==> config.mk <==
export PLATFORM = sky130hd
export DESIGN_NAME = ahb_mtx_in_hold
export DESIGN_NICKNAME = d
export VERILOG_FILES = /design/src/rtl/ahb_mtx_pkg.sv /design/src/rtl/ahb_mtx_in_hold_reg.sv /design/src/rtl/ahb_mtx_in_hold.sv
export SDC_FILE = /design/constraint.sdc
export NUM_CORES = 1
export LEC_CHECK = 0
export BUFFER_PORTS_ARGS = -buffer_cell sky130_fd_sc_hd__buf_2
export CAP_MARGIN = 30
export CORE_MARGIN = 2
export CORE_UTILIZATION = 51
export CTS_CLUSTER_SIZE = 20
export DETAILED_ROUTE_END_ITERATION = 8
export PLACE_DENSITY = 0.84
export SYNTH_ARGS = -nofsm -noshare
export SYNTH_HDL_FRONTEND = slang
export SYNTH_HIERARCHICAL = 1
export SYNTH_SLANG_ARGS = --single-unit
==> constraint.sdc <==
create_clock -name HCLK -period 2.05 [get_ports HCLK]
set_input_delay 0.41 -clock HCLK [delete_from_list [all_inputs] [get_ports HCLK]]
set_output_delay 0.41 -clock HCLK [all_outputs]
set_load 0.005 [all_outputs]
==> src/rtl/ahb_mtx_pkg.sv <==
// Shared definitions for the AHB matrix input stage: HTRANS encodings,
// HCTRL field packing {HWRITE, HSIZE, HBURST, HPROT} and hold FSM states.
package ahb_mtx_pkg;

    localparam logic [1:0] HTRANS_IDLE   = 2'b00;
    localparam logic [1:0] HTRANS_BUSY   = 2'b01;
    localparam logic [1:0] HTRANS_NONSEQ = 2'b10;
    localparam logic [1:0] HTRANS_SEQ    = 2'b11;

    // HCTRL packing, LSB first: HPROT[3:0], HBURST[2:0], HSIZE[2:0], HWRITE
    localparam int HPROT_LSB  = 0;
    localparam int HPROT_W    = 4;
    localparam int HBURST_LSB = HPROT_LSB + HPROT_W;
    localparam int HBURST_W   = 3;
    localparam int HSIZE_LSB  = HBURST_LSB + HBURST_W;
    localparam int HSIZE_W    = 3;
    localparam int HWRITE_BIT = HSIZE_LSB + HSIZE_W;
    localparam int HCTRL_W    = HWRITE_BIT + 1;

    typedef enum logic {
        ST_PASS = 1'b0,
        ST_HOLD = 1'b1
    } hold_state_e;

    // True for transfer types that need a slave address phase
    function automatic logic is_xfer(input logic [1:0] t);
        logic r;
        r = 1'b0;
        case (t)
            HTRANS_IDLE, HTRANS_BUSY: r = 1'b0;
            HTRANS_NONSEQ, HTRANS_SEQ: r = 1'b1;
            default: r = 1'b0;
        endcase
        return r;
    endfunction

endpackage

==> src/rtl/ahb_mtx_in_hold_reg.sv <==
// Capture register for a stalled master address phase.
// Ports: HCLK/HRESET, load strobe, *_d captured values, *_q held values.
// Lock bit present only with AHB_MTX_IN_HOLD_LOCK_EN.
module ahb_mtx_in_hold_reg
    import ahb_mtx_pkg::*;
#(
    parameter int ADDR_W = 32
) (
    input  logic               HCLK,
    input  logic               HRESET,
    input  logic               load,
    input  logic [ADDR_W-1:0]  addr_d,
    input  logic [1:0]         trans_d,
    input  logic [HCTRL_W-1:0] ctrl_d,
`ifdef AHB_MTX_IN_HOLD_LOCK_EN
    input  logic               lock_d,
    output logic               lock_q,
`endif
    output logic [ADDR_W-1:0]  addr_q,
    output logic [1:0]         trans_q,
    output logic [HCTRL_W-1:0] ctrl_q
);

    always_ff @(posedge HCLK) begin
        if (HRESET) begin
            addr_q  <= '0;
            trans_q <= HTRANS_IDLE;
            ctrl_q  <= '0;
        end else if (load) begin
            addr_q  <= addr_d;
            trans_q <= trans_d;
            ctrl_q  <= ctrl_d;
        end
    end

`ifdef AHB_MTX_IN_HOLD_LOCK_EN
    always_ff @(posedge HCLK) begin
        if (HRESET) begin
            lock_q <= 1'b0;
        end else if (load) begin
            lock_q <= lock_d;
        end
    end
`endif

endmodule

==> src/rtl/ahb_mtx_in_hold.sv <==
// AHB matrix input stage: passes the master address phase straight to the
// output arbiters, or holds it and stalls the master when not granted.
// Ports: master side H*S, arbiter side *_o/grant_i, slave return
// data_phase_i/HREADYM_i/HRESPM_i. Option macro: AHB_MTX_IN_HOLD_LOCK_EN.
module ahb_mtx_in_hold
    import ahb_mtx_pkg::*;
#(
    parameter int ADDR_W = 32
) (
    input  logic               HCLK,
    input  logic               HRESET,
    input  logic               HSELS,
    input  logic [ADDR_W-1:0]  HADDRS,
    input  logic [1:0]         HTRANSS,
    input  logic [HCTRL_W-1:0] HCTRLS,
    input  logic               HMASTLOCKS,
    input  logic               HREADYS,
    output logic               HREADYOUTS,
    output logic               HRESPS,
    output logic               sel_o,
    output logic [ADDR_W-1:0]  addr_o,
    output logic [1:0]         trans_o,
    output logic [HCTRL_W-1:0] ctrl_o,
    output logic               mastlock_o,
    output logic               req_o,
    input  logic               grant_i,
    input  logic               data_phase_i,
    input  logic               HREADYM_i,
    input  logic               HRESPM_i
);

    hold_state_e state_q;
    hold_state_e state_d;

    logic               capture;
    logic [ADDR_W-1:0]  h_addr;
    logic [1:0]         h_trans;
    logic [HCTRL_W-1:0] h_ctrl;
    logic               h_lock;
    logic               lock_in;

    // A same-cycle grant means the address phase is already taken
    assign capture = (state_q == ST_PASS) & HSELS & HREADYS &
                     is_xfer(HTRANSS) & ~grant_i;

    ahb_mtx_in_hold_reg #(
        .ADDR_W (ADDR_W)
    ) u_reg (
        .HCLK    (HCLK),
        .HRESET  (HRESET),
        .load    (capture),
        .addr_d  (HADDRS),
        .trans_d (HTRANSS),
        .ctrl_d  (HCTRLS),
`ifdef AHB_MTX_IN_HOLD_LOCK_EN
        .lock_d  (HMASTLOCKS),
        .lock_q  (h_lock),
`endif
        .addr_q  (h_addr),
        .trans_q (h_trans),
        .ctrl_q  (h_ctrl)
    );

`ifdef AHB_MTX_IN_HOLD_LOCK_EN
    assign lock_in = HMASTLOCKS;
`else
    logic unused_lock;
    assign unused_lock = HMASTLOCKS;
    assign lock_in     = 1'b0;
    assign h_lock      = 1'b0;
`endif

    always_ff @(posedge HCLK) begin
        if (HRESET) begin
            state_q <= ST_PASS;
        end else begin
            state_q <= state_d;
        end
    end

    always_comb begin
        state_d = state_q;
        unique case (state_q)
            ST_PASS: if (capture) state_d = ST_HOLD;
            ST_HOLD: if (grant_i & HREADYM_i) state_d = ST_PASS;
            default: state_d = ST_PASS;
        endcase
    end

    always_comb begin
        sel_o      = HSELS;
        addr_o     = HADDRS;
        trans_o    = HTRANSS;
        ctrl_o     = HCTRLS;
        mastlock_o = lock_in;
        // A locked master keeps its request up across IDLE cycles
        req_o      = HSELS & (is_xfer(HTRANSS) | lock_in);
        HREADYOUTS = data_phase_i ? HREADYM_i : 1'b1;
        unique case (state_q)
            ST_PASS: ;
            ST_HOLD: begin
                sel_o      = 1'b1;
                addr_o     = h_addr;
                trans_o    = h_trans;
                ctrl_o     = h_ctrl;
                mastlock_o = h_lock;
                req_o      = 1'b1;
                HREADYOUTS = 1'b0;
            end
            default: ;
        endcase
    end

    assign HRESPS = data_phase_i ? HRESPM_i : 1'b0;

endmodule

# Yosys cells after proc, flatten, opt, wreduce, memory -nomap -nowiden
# Cells that the tools add are included.
# Widths: inputs -> output; s select.
word_totals:
  input_bits: 54
  output_inout_bits: 50
  reg_bits: 46
  word_cells: 30
op_classes:
  bitwise_logic: 8
  n_eq_ne: 3
  n_reduce_logical: 3
  mux: 12
ops:
  columns: ["op", "count"]
  rows:
  - ["$mux 32", 1]
  - ["$mux 11", 1]
  - ["$mux 1", 7]
  - ["$and 1x1->1", 6]
  - ["$eq 2x2->1 const B", 2]
  - ["$pmux 1 s2", 2]
  - ["$reduce_or 2->1", 2]
  - ["$eq 2x1->1 const B", 1]
  - ["$logic_not 2->1", 1]
  - ["$mux 2", 1]
  - ["$not 1->1", 2]

# Longest topological paths before layout
# Gate-level depths: netlist (run 1).
depth:
  depth_word: 7
  ltp_mapped: 7
  depth_no_buf: 4

# Hierarchy
# Netlist (run 1), hierarchy kept.
by_module_without_submodules:
  columns: ["module", "cells_per_inst", "area_each_um2", "instances", "seq_area_each_um2"]
  rows:
  - ["ahb_mtx_in_hold_reg", 145, 1635.3, 1, 900.9]
  - ["ahb_mtx_in_hold", 63, 680.7, 1, 20.0]

# Least setup slack after synthesis (run 1)
# OpenSTA, ideal clock, no wires.
synth_timing:
  path_type: "input -> register"
  startpoint: "input grant_i"
  endpoint: "register u_reg.ctrl_q[1]"
  n_path_buf: 2
  setup_time_ns: 0.128
  cell_stages: 6
  required_ns: 1.922
  path_slack_ns: 0.681
  t_arrival_ns: 1.242
  cell_sequence: "nand4b_1 -> nor2_1 -> buf_6 -> buf_12 -> mux2i_1 -> nor2_1"
synth_via:
  elab_chain_cells: 2
synth_lines:
  columns: ["element", "line_no", "rtl"]
  rows:
  - ["start: declaration", "ahb_mtx_in_hold.sv:26", "input logic grant_i,"]
  - ["$not 1->1", "ahb_mtx_in_hold.sv:44", "is_xfer(HTRANSS) & ~grant_i;"]
  - ["$and 1x1->1", "ahb_mtx_in_hold.sv:44", null]
  - ["via capture", "ahb_mtx_in_hold.sv:35", "logic capture;"]
  - ["end signal: assignment", "ahb_mtx_in_hold_reg.sv:32", "ctrl_q <= ctrl_d;"]
  - ["end: declaration", "ahb_mtx_in_hold_reg.sv:21", "output logic [HCTRL_W-1:0] ctrl_q"]
# The timed path passes the listed nets, and every way through them passes these cells.
# A chain may end at the register's enable or synchronous reset.

# Final worst setup path (run 1)
layout_timing:
  startpoint: "register state_q"
  endpoint: "output ctrl_o[1]"
layout_via:
  elab_chain_cells: 1
layout_lines:
  columns: ["element", "line_no", "rtl"]
  rows:
  - ["start: declaration", "ahb_mtx_in_hold.sv:32", "hold_state_e state_q;"]
  - ["start signal: assignment", "ahb_mtx_in_hold.sv:77", "state_q <= state_d;"]
  - ["$mux 11", "ahb_mtx_in_hold.sv:99", "unique case (state_q)"]
  - ["end: declaration", "ahb_mtx_in_hold.sv:23", "output logic [HCTRL_W-1:0] ctrl_o,"]
# No other way between the ends.

==> results.toml, run 1 <==
[layout]
nets = 358
area_delta_synth_final_pct = 23.1
antenna_cells = 0
stdcell_area_um2 = 2850
layout_common_cells = "buf_2 (101), mux2_2 (45), mux2i_1 (45), nor2_1 (45), dfxtp_1 (45)"
final_common_cell = "buf_2"
drive_above_1_share = 0.531

[sta]
hold_viol_final = 0
skew_ps = 9.35
setup_violations = 0
fmax_mhz = 536
slew_violations = 0
finalCritPeriodShare = 0.909
hold_ws_ps = 359
fin_crit_ps = 1860
finalWorstSetupSlack_ps = 186
grt_setup_unrepaired = "false"
setup_tns_ps = 0

[power_and_ir_drop]
vdd_drop_max_v = 0.000486
p_seq_frac = 0.532
powerDensity_nw_per_um2 = 607
power.switching_uw = 420
comb_power_share = 0.159
pwr-share-clk = 0.309
p_leak_uw = 0.00121
total_power_uw = 1730
p_int_uw = 1310
swShare = 0.243

[yosys]
synth_nets = 262
synth-seq-cells = 46
synth_cell_types = 19
syn_inst = 208
yosys_warnings = 6
syn-cell-area_um2 = 2320
syn_area_per_cell_um2 = 11.1
ys_seq_area_frac = 0.398

[setup_path]
end_kind = "output port"
crit_chain = "buf_4, mux2_2, buf_2"
cp_slowest_stage_delay_ps = 390
required_ps = 1640
worst-endpoint-arrival_ps = 1450
critPathSlowestCell = "mux2_2"
cp-start-kind = "flop"
criticalPathCategory = "flop to output port"
path_max_fanout = 27

[placed_design]
io_buffers = 101
pre_cts_ws_ps = 432
hpwl_um = 3280
place.gp.congestion = 0.696
place_area_um2 = 2760

[clock_tree]
postCtsSetupBuffers = 0
root_buffer = "clkbuf_8"
cts_tree = "done"
ctsResizeCount = 0
hold_buffers = 0
insertion_delay_ps = 290
htree_num_levels = 2
cts_buffers = 5
numClockSinks = 46
cts_buffer_depth = 2
clk_pin_slew_ps = 90

[die]
io_pins = 104
start_util = 0.532
die-area_um2 = 5100
die_width_um = 71.4
core_um2 = 4350
core.rowCount = 24
die_h_um = 71.4

[global_route]
grt_overflow = 0
grt_usage = 0.177
grt_antenna_before_repair = 0
grt_first_pass_wirelength_um = 7300
grt_pass1_vias = 1742
grt_start_max_net_pins = 28

[route]
drtIter0Drc = 55
first_pass_iters = 2
drc = 0
wirelength_um = 4380
drtAntennaViolNets = 0
via_count = 1794
vias_per_cell = 5.03
wl_per_cell_um = 12.3

[hold_path]
hp-class = "input port to flop"

[job]
maxCapViolCount = 0

[run_status]
outcome = "finished clean"
-- power by group through the flow --
stage,Sequential [µW],Combinational [µW],Clock [µW]
finish,921,274,535
global route,924,301,601
CTS,921,279,559
detailed placement,942,278,0
global placement,940,271,0
floorplan,939,159,0
-- cell usage after synthesis (all sizes together) --
master | number | area, µm²
nand4b | 1 | 8.76
and2 | 1 | 6.26
mux2 | 45 | 507
dfxtp | 46 | 921
conb | 1 | 3.75
nor2 | 46 | 173
or2 | 1 | 6.26
mux2i | 45 | 450
a21bo | 1 | 10.0
a21o | 1 | 7.51
inv | 1 | 3.75
a21oi | 2 | 10.0
buf | 12 | 149
clkbuf | 5 | 60.1
-- per-layer routing --
| metal | vias to the layer above | wire [µm] | GRT usage |
|---|---|---|---|
| met1 | 833 | 1750 | 0.190 |
| met4 | 0 | 76 | 0.0734 |
| li1 | 901 | - | - |
| met3 | 7 | 228 | 0.0366 |
| met2 | 53 | 2320 | 0.333 |
| met5 | - | 0 | 0 |
-- stage by stage --
| step | util | std cells |
|---|---|---|
| detailed placement | 0.634 | 349 |
| global placement | 0.634 | 349 |
| floorplan | - | 208 |
| finish | 0.655 | 357 |
| global route | 0.655 | 357 |
| CTS | 0.655 | 357 |
-- path summary, 6_finish.rpt --
path | startpoint | end | slack [ps] | cells past startpoint
min | HCTRLS[0] | u_reg/ctrl_q[0]$_SDFFE_PP0P_ | 360 | 3
max reg2reg | state_q$_SDFF_PP0_ | u_reg/addr_q[7]$_SDFFE_PP0P_ | 650 | 5
max | state_q$_SDFF_PP0_ | ctrl_o[1] | 190 | 3
min reg2reg | u_reg/addr_q[27]$_SDFFE_PP0P_ | u_reg/addr_q[27]$_SDFFE_PP0P_ | 490 | 2
-- cell type report --
class                           instances  area, µm²
Clock buffer                            5       68.8
Clock inverter                          3       21.3
Fill cell                             374       1500
Inverter                                1       3.75
Multi-Input combinational cell        144       1190
Sequential cell                        46        922
Tap cell                               52       65.1
Timing Repair Buffer                  106        581
-- flip-flops by register name, indices dropped and copies added (netlist names) --
name           count
state_q            1
u_reg/addr_q      32
u_reg/ctrl_q      11
u_reg/trans_q      2
-- critical path, delay by kind of cell (launching register included) --
kind	cells	cell delay (ps)
flip-flops	1	330
buffers and inverters	2	440
multiplexers	1	390
-- logic make-up after synthesis --
kind of cell,synth area share
simple gates,0.0837
flops,0.398
mux,0.413
other cells,0.00162
compound gates,0.0119
buf+inv,0.0918
Power figures use the tool's default switching activity.
==> inputs of run 2 (changes only) <==
CORE_ASPECT_RATIO = 1.4   (was unset)
SKIP_CTS_REPAIR_TIMING = 1   (was unset)
==> results.toml, run 2 (same netlist as run 1, synthesis figures left out) <==
[layout]
area_delta_synth_final_pct = 23.4
top_regs = "u_reg/addr_q: 32 flops, u_reg/ctrl_q: 11 flops, u_reg/trans_q: 2 flops"
nets = 357
layout_common_cells = "buf_2 (101), mux2_2 (45), mux2i_1 (45), nor2_1 (45), dfxtp_1 (45)"
largest_reg_flops = 32
final_common_cell = "buf_2"
regMostFlops = "u_reg/addr_q"
antenna_cells = 0
stdcell_area_um2 = 2860
drive_above_1_share = 0.526

[power_and_ir_drop]
p_leak_uw = 0.00121
vdd_drop_max_v = 0.000440
powerDensity_nw_per_um2 = 610

[route]
wl_per_cell_um = 12.0
wirelength_um = 4400
vias_per_cell = 4.92
drc = 0
first_pass_iters = 4
drtAntennaViolNets = 0
via_count = 1801
drtIter0Drc = 24

[sta]
hold_viol_final = 0
fin_crit_ps = 1820
setup_tns_ps = 0
grt_setup_unrepaired = "false"
setup_violations = 0
skew_ps = 5.22
finalCritPeriodShare = 0.889
slew_violations = 0
fmax_mhz = 549

[die]
core_um2 = 4460
die_h_um = 83.7
io_pins = 104
start_util = 0.519
core.rowCount = 29
die_width_um = 61.0
die-area_um2 = 5100

[global_route]
grt_antenna_before_repair = 0
grt_first_pass_wirelength_um = 6870
grt_pass1_vias = 1664
grt_overflow = 0
grt_usage = 0.176
grt_start_max_net_pins = 51

[clock_tree]
htree_num_levels = 2
numClockSinks = 46
clk_pin_slew_ps = 80
insertion_delay_ps = 280
cts_tree = "done"
root_buffer = "clkbuf_8"
cts_buffer_depth = 2
cts_buffers = 5

[setup_path]
criticalPathCategory = "flop to output port"
required_ps = 1640
path_max_fanout = 50
worst-endpoint-arrival_ps = 1410
end_kind = "output port"
cp-start-kind = "flop"

[placed_design]
place.gp.congestion = 0.723
place_area_um2 = 2770
io_buffers = 101
hpwl_um = 3190

[run_status]
outcome = "finished clean"

[hold_path]
hp-class = "input port to flop"

[job]
maxCapViolCount = 0
## run 2: cell count changes in the layout (fill, tap and decap cells not counted)
| cell | delta |
|---|---|
| clkbuf_1 | +1 |
| buf_4 | -1 |
| clkinvlp_4 | -1 |
| clkbuf_8 | +1 |
| clkinv_4 | -1 |
## run 2: report_power, final
part           switching [µW]  total, µW  internal, µW  leakage, µW
Combinational             117        275           158     0.000787
Sequential               8.86        921           912     0.000373
Clock                     277        549           272    0.0000482
Total                     402       1740          1340      0.00121
## run 2: metrics by stage
step,hold slack [ps],setup slack [ps],util,cells,total power [µW]
after global placement,466,374,0.620,358,1210
after global routing,357,155,0.640,366,1840
after detailed placement,479,316,0.620,358,1220
after CTS,356,212,0.640,366,1780
final,369,228,0.640,366,1740
after floorplan,454,681,-,208,1100
## run 2: critical path, stage by stage, from the launching register on
cell,delay [ps]
dfxtp_2,340
buf_12,250
mux2_2,380
buf_2,130
## run 2: final cells by class
| cell class | count | area [µm²] |
|---|---|---|
| clock buffer | 7 | 86.3 |
| clock inverter | 1 | 5.00 |
| fill | 404 | 1610 |
| inverter | 1 | 3.75 |
| multi-input combinational | 144 | 1190 |
| sequential | 46 | 922 |
| tap | 62 | 77.6 |
| timing repair buffer | 105 | 573 |
## run 2: path summary, 6_finish.rpt
path              slack (ps)  depth (start not counted)                            to                          from
setup / recovery         230                          3                    addr_o[17]            state_q$_SDFF_PP0_
hold / removal           370                          3  u_reg/addr_q[3]$_SDFFE_PP0P_                     HADDRS[3]
setup reg to reg         560                          5  u_reg/addr_q[5]$_SDFFE_PP0P_            state_q$_SDFF_PP0_
hold reg to reg          490                          2  u_reg/ctrl_q[2]$_SDFFE_PP0P_  u_reg/ctrl_q[2]$_SDFFE_PP0P_
## run 2: per-layer routing
metal	share of wire	track usage	vias to the layer above
li1	-	-	898
met1	0.38	0.174	835
met2	0.54	0.329	66
met3	0.064	0.0543	2
met4	0.0066	0.0534	0
met5	0	0	-
==> inputs of run 3 (changes only) <==
CORE_UTILIZATION = 41   (was 51)
PLACE_DENSITY = 0.69   (was 0.84)
==> results.toml, run 3 (same netlist as run 1, synthesis figures left out) <==
[run_status]
outcome = "finished clean"

[layout]
top_regs = "u_reg/addr_q: 32 flops, u_reg/ctrl_q: 11 flops, u_reg/trans_q: 2 flops"
regArea_um2 = 922
regMostFlops = "u_reg/addr_q"
layout_common_cells = "buf_2 (101), mux2_2 (45), mux2i_1 (45), nor2_1 (45), dfxtp_1 (45)"
fin_cells = 372
antenna_cells = 0
largest_reg_flops = 32
final_common_cell = "buf_2"
n_fill_cell = 534
multi_input_area_um2 = 1190
nets = 357
stdcell_area_um2 = 2880
drive_above_1_share = 0.530
area_delta_synth_final_pct = 24.5

[power_and_ir_drop]
power.switching_uw = 413
p_int_uw = 1410
powerDensity_nw_per_um2 = 632
vdd_drop_max_v = 0.000348
p_leak_uw = 0.00122
p_seq_frac = 0.505
swShare = 0.226
comb_power_share = 0.150
pwr-share-clk = 0.345

[sta]
setup_tns_ps = 0
fmax_mhz = 551
setup_violations = 0
skew_ps = 4.26
slew_violations = 0
finalCritPeriodShare = 0.886
grt_setup_unrepaired = "false"
hold_viol_final = 0
fin_crit_ps = 1820

[setup_path]
worst-endpoint-arrival_ps = 1410
worstReg2RegStart = "state_q$_SDFF_PP0_"
required_ps = 1640
end_kind = "output port"
r2r_cells = 5
path_max_fanout = 50
cp-start-kind = "flop"
cp-startpoint = "state_q$_SDFF_PP0_"
r2r_slack_ps = 600
r2r-end = "u_reg/addr_q[13]$_SDFFE_PP0P_"
criticalPathCategory = "flop to output port"

[placed_design]
dp_cells = 364
place.gp.congestion = 0.677
hpwl_um = 3130
place_area_um2 = 2770
io_buffers = 101

[die]
io_pins = 104
die_h_um = 92.9
core_um2 = 5490
die_width_um = 67.5
start_util = 0.422
core.rowCount = 32
die-area_um2 = 6270

[job]
maxCapViolCount = 0

[clock_tree]
cts_buffer_depth = 2
insertion_delay_ps = 290
htree_num_levels = 2
cts_buffers = 5
root_buffer = "clkbuf_8"
numClockSinks = 46
clk_pin_slew_ps = 80
cts_tree = "done"

[global_route]
grt_antenna_before_repair = 0
grt_pass1_vias = 1586
grt_overflow = 0
grt_usage = 0.138
grt_start_max_net_pins = 51
grt_first_pass_wirelength_um = 6760

[hold_path]
whs_endpoint = "u_reg/ctrl_q[1]$_SDFFE_PP0P_"
worstHoldStart = "HCTRLS[1]"
holdPathStages = 3
hp-class = "input port to flop"

[route]
drtIter0Drc = 59
drtAntennaViolNets = 0
wirelength_um = 4370
wl_per_cell_um = 11.8
via_count = 1773
vias_per_cell = 4.77
first_pass_iters = 4
drc = 0
[run 3: cell count changes in the layout (fill, tap and decap cells not counted), sizes merged]
cell	delta
clkbuf	+1
clkinv	-1
[run 3: final cells by class]
cell class	instances	area share
Tap cell	68	0.0295
Multi-Input combinational cell	144	0.413
Sequential cell	46	0.320
Inverter	1	0.00130
Timing Repair Buffer	105	0.199
Clock buffer	8	0.0382
[run 3: worst max-delay path by stage]
stage                                          to  depth (start not counted)  slack (ps)
CTS                                    addr_o[15]                          3         210
floorplan            u_reg/ctrl_q[1]$_SDFFE_PP0P_                          6         680
detailed placement  u_reg/addr_q[22]$_SDFFE_PP0P_                          6         370
finish                                  addr_o[7]                          3         230
global placement    u_reg/addr_q[16]$_SDFFE_PP0P_                          6         380
global route                           addr_o[11]                          3         160
[run 3: critical path: stages, from the launching register on]
cell and delay [ps]:
dfxtp_2 340, buf_12 260, mux2_2 370, buf_2 120
[run 3: stage by stage]
stage          setup slack, ps  total power, µW  hold WS, ps  utilization
4_1_cts                    213             1860          356        0.526
2_1_floorplan              681             1100          454            -
5_1_grt                    163             1900          361        0.526
3_3_place_gp               378             1220          466        0.506
3_5_place_dp               370             1220          476        0.506
6_report                   235             1820          367        0.526
[run 3: layer usage]
layer	global-route usage	up-vias	routed length, µm
met4	0.0510	0	59
met2	0.238	62	2170
li1	-	905	-
met3	0.0340	5	284
met1	0.159	801	1860
met5	0	-	0
[run 3: power groups by stage]
stage	clock (µW)	combinational (µW)	sequential (µW)
detailed placement	0	278	942
finish	628	274	921
floorplan	0	159	939
global route	679	303	923
CTS	657	279	921
global placement	0	275	941
